`config.mk`:
```
export PLATFORM = sky130hd
export DESIGN_NAME = fifo_rd_stream
export DESIGN_NICKNAME = d
export VERILOG_FILES = /design/src/rtl/fifo_pkg.sv /design/src/rtl/fifo_rd_skid.sv /design/src/rtl/fifo_rd_stream.sv
export SDC_FILE = /design/constraint.sdc
export NUM_CORES = 1
export LEC_CHECK = 0
export ABC_AREA = 1
export CORE_ASPECT_RATIO = 1.5
export CORE_MARGIN = 5
export CORE_UTILIZATION = 43
export CTS_CLUSTER_DIAMETER = 150
export DETAILED_ROUTE_END_ITERATION = 8
export GPL_TIMING_DRIVEN = 1
export PLACE_DENSITY = 0.71
export SETUP_SLACK_MARGIN = 0.05
export SLEW_MARGIN = 10
export SYNTH_ARGS = -nofsm -noshare
export SYNTH_HDL_FRONTEND = slang
export SYNTH_SLANG_ARGS = --single-unit
```
`constraint.sdc`:
```
create_clock -name rclk -period 1.55 [get_ports rclk]
set_clock_uncertainty 0.2 [all_clocks]
set_input_delay 0.2325 -clock rclk [delete_from_list [all_inputs] [get_ports rclk]]
set_output_delay 0.2325 -clock rclk [all_outputs]
set_load 0.005 [all_outputs]
```
`src/rtl/fifo_pkg.sv`:
```
// fifo_pkg: shared constants and types for the asynchronous FIFO read side.
package fifo_pkg;
   localparam int DEF_DATA_WIDTH = 8;
   typedef logic [1:0] occ_t;
   localparam occ_t CNT_MAX = 2'd2;
endpackage

```
`src/rtl/fifo_rd_skid.sv`:
```
// fifo_rd_skid: two-entry head/skid register pair with occupancy count.
module fifo_rd_skid
   import fifo_pkg::*;
#(
   parameter int W = DEF_DATA_WIDTH
) (
   input  logic         rclk,
   input  logic         rrst_n,
   input  logic         push,
   input  logic         pop,
   input  logic         flush,
   input  logic [W-1:0] in_data,
   output occ_t         cnt,
   output logic         out_valid,
   output logic [W-1:0] out_data
);
   logic [W-1:0] skid, head_nxt, skid_nxt;
   occ_t cnt_nxt;
   assign out_valid = cnt != '0;
   // The head is reloaded from rdata when empty or when a word leaves as a new one arrives;
   // otherwise the skid word moves up so order is preserved.
   always_comb begin
      cnt_nxt  = flush ? '0 : occ_t'(cnt + occ_t'(push) - occ_t'(pop));
      head_nxt = flush ? out_data :
                 (push & (cnt == '0 | pop)) ? in_data :
                 (pop & cnt == CNT_MAX) ? skid : out_data;
      skid_nxt = (~flush & push & ~pop & cnt == occ_t'(1)) ? in_data : skid;
   end
   always_ff @(posedge rclk or negedge rrst_n) begin
      if (!rrst_n) begin
         cnt      <= '0;
         out_data <= '0;
         skid     <= '0;
      end else begin
         cnt      <= cnt_nxt;
         out_data <= head_nxt;
         skid     <= skid_nxt;
      end
   end
endmodule

```
`src/rtl/fifo_rd_stream.sv`:
```
// fifo_rd_stream: FIFO read side to valid/ready stream with a two-word skid buffer.
// Optional even parity output (out_par) when FIFO_RD_STREAM_PARITY_EN is defined.
module fifo_rd_stream
   import fifo_pkg::*;
#(
   parameter int DATA_WIDTH = DEF_DATA_WIDTH
) (
   input  logic                  rclk,
   input  logic                  rrst_n,
   input  logic                  rempty,
   input  logic [DATA_WIDTH-1:0] rdata,
   input  logic                  flush,
   output logic                  rinc,
   output logic                  out_valid,
   input  logic                  out_ready,
   output logic [DATA_WIDTH-1:0] out_data
`ifdef FIFO_RD_STREAM_PARITY_EN
   ,
   output logic                  out_par
`endif
);
`ifdef FIFO_RD_STREAM_PARITY_EN
   localparam int W = DATA_WIDTH + 1;
   logic [W-1:0] in_word, head;
   assign in_word = {^rdata, rdata};
   assign {out_par, out_data} = head;
`else
   localparam int W = DATA_WIDTH;
   logic [W-1:0] in_word, head;
   assign in_word  = rdata;
   assign out_data = head;
`endif
   occ_t cnt;
   logic pop;
   // Built only from registered signals, so no loop through the read-pointer block.
   assign rinc = ~rempty & (cnt < CNT_MAX) & ~flush;
   assign pop  = out_valid & out_ready;
   fifo_rd_skid #(.W(W)) skid_i (
      .rclk      (rclk),
      .rrst_n    (rrst_n),
      .push      (rinc),
      .pop       (pop),
      .flush     (flush),
      .in_data   (in_word),
      .cnt       (cnt),
      .out_valid (out_valid),
      .out_data  (head)
   );
endmodule

```
* After elaboration in Yosys (flattened, before gate mapping)
Index checks and enable logic that the tools add are counted.
** Cells by class
- Divide/modulo/power cells :: 0
- Reduce and logical (&&, ||, !) cells :: 4
- Magnitude comparators :: 1
- Bitwise gates (word level) :: 12
- Shifts and indexed selects :: 0
- Eq/ne operators :: 2
- Add/sub/neg operators :: 2
- Multipliers :: 0
- Muxes and demuxes :: 3
** Operators by type and width (count)
- $mux 8 :: 2
- $and 1x1->1 :: 8
- $reduce_bool 2->1 :: 2
- $not 1->1 :: 3
- $add 2x1->2 :: 1
- $eq 2x1->1 const B :: 1
- $eq 2x2->1 const B :: 1
- $logic_not 2->1 :: 1
- $lt 2x2->1 const B :: 1
- $mux 2 :: 1
- $reduce_and 2->1 :: 1
- $sub 2x1->2 :: 1
- $or 1x1->1 :: 1
** Storage, ports and cells
- RAM bits :: 0
- Word-level logic and storage cells :: 27
- Bits in registers :: 18
- Memories kept :: 0
- Memory bits (read-only) :: 0
- Output and inout port bits :: 10
- Bits of input ports :: 13
- Latch bits :: 0

* Depth between registers and ports, before layout
- Word-level depth :: 6
- Gate-level depth with buffers :: 9
- Mapped depth without buffers :: 8

* Cells and area by module
Synthesis repeated with hierarchy kept, for this count alone.
** Second synthesis, totals
- Cell total of the unflattened synthesis :: 122
- Area, all modules :: 980.9 µm²
** By module, submodules not included
- fifo_rd_skid :: cells an instance 116, seq. area each 450.4 µm², times used 1, area each 955.9 µm²
- fifo_rd_stream :: cells an instance 6, seq. area each 0.0 µm², times used 1, area each 25.0 µm²

* Worst setup path before layout
No wires, ideal clock.
- Kind :: reg2reg
- Start :: register skid_i.cnt[1]
- End :: register skid_i.cnt[1]
- Buffers on the path :: 0
- Data arrival time :: 1188 ps
- Period minus slack after synthesis :: 1506 ps
- Required time :: 1232 ps
- Stages on the path, launching flop included :: 8
- Slack :: 44 ps
- Setup time :: 118 ps
- Path through :: dfrtp_1 > inv_1 > a21oi_1 > ha_1 > inv_1 > ha_1 > xor2_1 > nor2_1
** On the way
- Word-level cells in the longest chain between the ends :: 6
- Elaborated cells between the ends (all ways) :: 8
- Those cells by class :: add/sub: 2; order compare: 1; mux: 1; bitwise: 3; reduce/logical: 1
** Ends and longest elaborated chain
- from (decl) :: RTL line fifo_rd_skid.sv:13 : output occ_t cnt,
- from (signal assigned) :: RTL line fifo_rd_skid.sv:35 : cnt <= cnt_nxt;
- $lt 2x2->1 :: RTL line fifo_rd_stream.sv:36 : assign rinc = ~rempty & (cnt < CNT_MAX) & ~flush;
- $and 1x1->1 (2 in series) :: RTL line fifo_rd_stream.sv:36
- $add 2x1->2 :: RTL line fifo_rd_skid.sv:23 : cnt_nxt = flush ? '0 : occ_t'(cnt + occ_t'(push) - occ_t'(pop));
- $sub 2x1->2 (*) :: RTL line fifo_rd_skid.sv:23
- $mux 2 (*) :: RTL line fifo_rd_skid.sv:23
- net skid_i.cnt_nxt[1] :: RTL line fifo_rd_skid.sv:18 : occ_t cnt_nxt;
Mark *: on every way through the listed nets, which the timed path passes. The rest lies on a longest branch.
A chain may end at the register's enable or synchronous reset.

* Worst setup path in the final report
- Start :: register skid_i.cnt[1]
- End :: register skid_i.cnt[0]
Same word-level chain as after synthesis.

==> results.py <==
metrics = {
    "synthesis": {
        "synth_area_um2": 923,
        "synth_top_cell_by_area": "dfrtp_1",
        "synth_top_area_share_pct": 48.8,
        "postSynthCellCount": 115,
        "ys_ff_latch": 18,
        "syn_nets": 130,
        "seq_area_frac_synth_pct": 48.8,
        "yosys_warnings": 0,
        "avgSynthCellArea_um2": 8.03,
        "synthTopCellsByArea": "dfrtp_1 (49%), nand2_1 (20%), nand3_1 (4.9%)",
        "synth.distinct_cells": 19,
    },
    "critical_path": {
        "end_kind": "flop",
        "startpoint": "skid_i.cnt[1]",
        "r2r_start": "skid_i.cnt[1]",
        "worstPathArrival_ns": 1.60,
        "critical_path_class": "reg -> reg",
        "r2r_cells": 7,
        "worst_path_max_delay_cell": "dfrtp_1",
        "path_max_fanout": 3,
        "cpPeakStageDelay_ns": 0.40,
        "critPathLaunchType": "flop",
        "r2r_setup_slack_ns": -0.02,
        "crit_top_cell": "inv_1",
        "reg2reg_to": "skid_i.cnt[0]",
        "required_ns": 1.58,
        "path_cells": "inv_2 -> a21oi_2 -> ha_1 -> inv_1 -> ha_2 -> inv_1 -> nor2_1",
    },
    "clocking": {
        "insertion_delay_ns": 0.29,
        "cts_tree": "yes",
        "cts_made_buffers": 3,
        "clock_tree.root_cell": "clkbuf_4",
        "cts.sinks": 18,
        "h-tree-depth": 1,
        "clk_pin_slew_ns": 0.10,
        "hold_buffers": 0,
        "cts_buffer_depth": 2,
    },
    "detailed_routing": {
        "drt-vias-per-instance": 4.81,
        "antenna_left": 0,
        "wl_mm": 2.18,
        "wl_per_cell_um": 12.1,
        "drc": 0,
        "drtPass1Iterations": 4,
        "drt_iter0_drc": 20,
        "vias": 865,
    },
    "placed_design": {
        "dp_hpwl_mm": 1.42,
        "place.gp.congestion": 0.753,
        "placed_cells": 165,
        "portBuffers": 22,
        "dp_slack_ns": -0.322,
        "postPlaceCellArea_um2": 1210,
    },
    "floorplan": {
        "core_um2": 2050,
        "fp-row-count": 20,
        "ios": 23,
        "initial_utilization_pct": 45.0,
        "die_x_um": 47.8,
        "dieArea_um2": 3190,
        "die_h_um": 66.8,
    },
    "global_routing": {
        "grt-ovfl-total": 0,
        "grt_pass1_wl_mm": 3.27,
        "grt_usage_pct": 14.0,
        "grt_max_degree": 19,
        "grt_pass1_vias": 817,
        "antenna_found_initial": 0,
    },
    "final_layout": {
        "layout-drive-gt1-share_pct": 24.7,
        "stdcell_count": 180,
        "finalInstanceArea_um2": 1370,
        "diodes": 0,
        "fillerInstances": 177,
        "nets": 174,
        "fin_util_pct": 66.7,
        "area_growth_pct": 48.2,
    },
    "power_and_ir_drop": {
        "powerDensity_nw_per_um2": 1350,
        "max-vdd-ir-drop_uv": 743,
        "total_power_mw": 1.85,
        "p_leak_nw": 0.762,
    },
    "sta": {
        "worst_slew_margin_rel_pct": 84.6,
        "worst_slew_pin_slew_ns": 0.231,
        "fmax_ghz": 0.637,
        "final.setup.tns_ns": -0.0485,
        "hold_viol": 0,
        "setup-violations-final": 3,
        "finalWorstSetupSlack_ns": -0.0195,
        "fin_crit_ns": 1.57,
        "rsz0062_at_grt": "yes",
        "period_share_pct": 101,
        "finalMaxSlewViolations": 0,
        "fin_hold_ws_ns": 0.0560,
    },
    "status": {
        "status": "finished with violations",
        "violations": "setup timing",
    },
    "run": {
        "drv_cap": 0,
    },
    "hold_path": {
        "hp-class": "in -> async",
    },
}
[Yosys cell counts]
master	n
nand3_2	1
o21ai_1	2
xnor2_1	1
ha_1	2
a21oi_4	1
nor2_1	2
nor2_4	1
inv_2	2
inv_1	12
dfrtp_1	18
nand2_2	3
buf_6	1
o21ai_0	6
nand3_1	9
xor2_1	1
a21oi_1	1
nand2_1	50
buf_2	1
nand2_8	1
[sequential cells by signal, summed over array words and instances, names as in the netlist]
register	cells
skid_i.cnt	2
skid_i.out_data	8
skid_i.skid	8
[final cells by class]
| type | instances | area [um^2] | area share, % |
|---|---|---|---|
| multi-input combinational | 83 | 463 | 33.8 |
| tap | 22 | 27.5 | 2.01 |
| inverter | 14 | 52.6 | 3.84 |
| clock buffer | 4 | 36.3 | 2.65 |
| timing repair buffer | 39 | 339 | 24.8 |
| sequential | 18 | 450 | 32.9 |
[power by group]
| part | switching [mW] | internal, mW | leakage (nW) | total, mW |
|---|---|---|---|---|
| clock network | 0.148 | 0.143 | 0.0210 | 0.292 |
| registers | 0.0883 | 0.646 | 0.233 | 0.734 |
| logic | 0.408 | 0.416 | 0.507 | 0.823 |
| total | 0.645 | 1.20 | 0.762 | 1.85 |
[repair_timing]
| item | in CTS | in global routing |
|---|---|---|
| gates resized for setup | 16 | 14 |
| pin swaps | 0 | 1 |
| cloned | 0 | 2 |
| setup endpoints to repair | 28 | 20 |
| buffers inserted | 7 | 2 |
[placed cells by master (no fill, tap or decap)]
master           netlist  final
a21oi_4                1      1
nor2_4                 1      1
clkdlybuf4s50_1        0     12
buf_4                  0     15
ha_1                   2      1
nand2_4                0      3
nand3_1                9      9
clkbuf_2               0      1
inv_2                  2      3
clkbuf_4               0      3
a21oi_2                0      1
buf_6                  1      1
ha_2                   0      1
inv_1                 12     11
xnor2_1                1      1
dlygate4sd2_1          0      8
nand2_8                1      1
nor2_1                 2      2
dfrtp_1               18     18
o21ai_0                6      2
o21ai_1                2      5
xor2_1                 1      1
o21ai_2                0      1
nand3_4                0      2
buf_8                  0      1
nand2_2                3      2
nand2_1               50     49
buf_2                  1      1
clkbuf_8               0      1
[critical path, delay by kind of cell, from the launching register on]
family | cells | cell delay [ns]
simple gates | 1 | 0.07
fa+ha+maj | 2 | 0.59
buf+inv | 3 | 0.18
flops | 1 | 0.40
compound gates | 1 | 0.06
[metal layers]
| layer | global-route usage (%) | vias up | wire length, um |
|---|---|---|---|
| li1 | - | 442 | - |
| met1 | 15.7 | 403 | 862 |
| met2 | 24.7 | 16 | 1200 |
| met3 | 2.43 | 4 | 90 |
| met4 | 5.39 | 0 | 27 |
| met5 | 0 | - | 0 |
[cell families after synthesis]
family | after synthesis | synth area share, %
fa+ha+maj | 2 | 2.71
simple gates | 67 | 32.5
xor+xnor | 2 | 1.90
compound gates | 10 | 6.64
flops | 18 | 48.8
buf+inv | 16 | 7.45
[worst max-delay path by stage]
| stage | slack, ns | to | cells after the start |
|---|---|---|---|
| after global placement | -0.26 | skid_i.skid[6] | 8 |
| after global routing | -0.12 | skid_i.out_data[0] | 9 |
| final | -0.02 | skid_i.cnt[0] | 7 |
| after floorplan | 0.07 | skid_i.cnt[1] | 7 |
| after CTS | -0.003 | skid_i.cnt[1] | 7 |
| after detailed placement | -0.32 | skid_i.skid[1] | 8 |
Power figures use the tool's default switching activity.
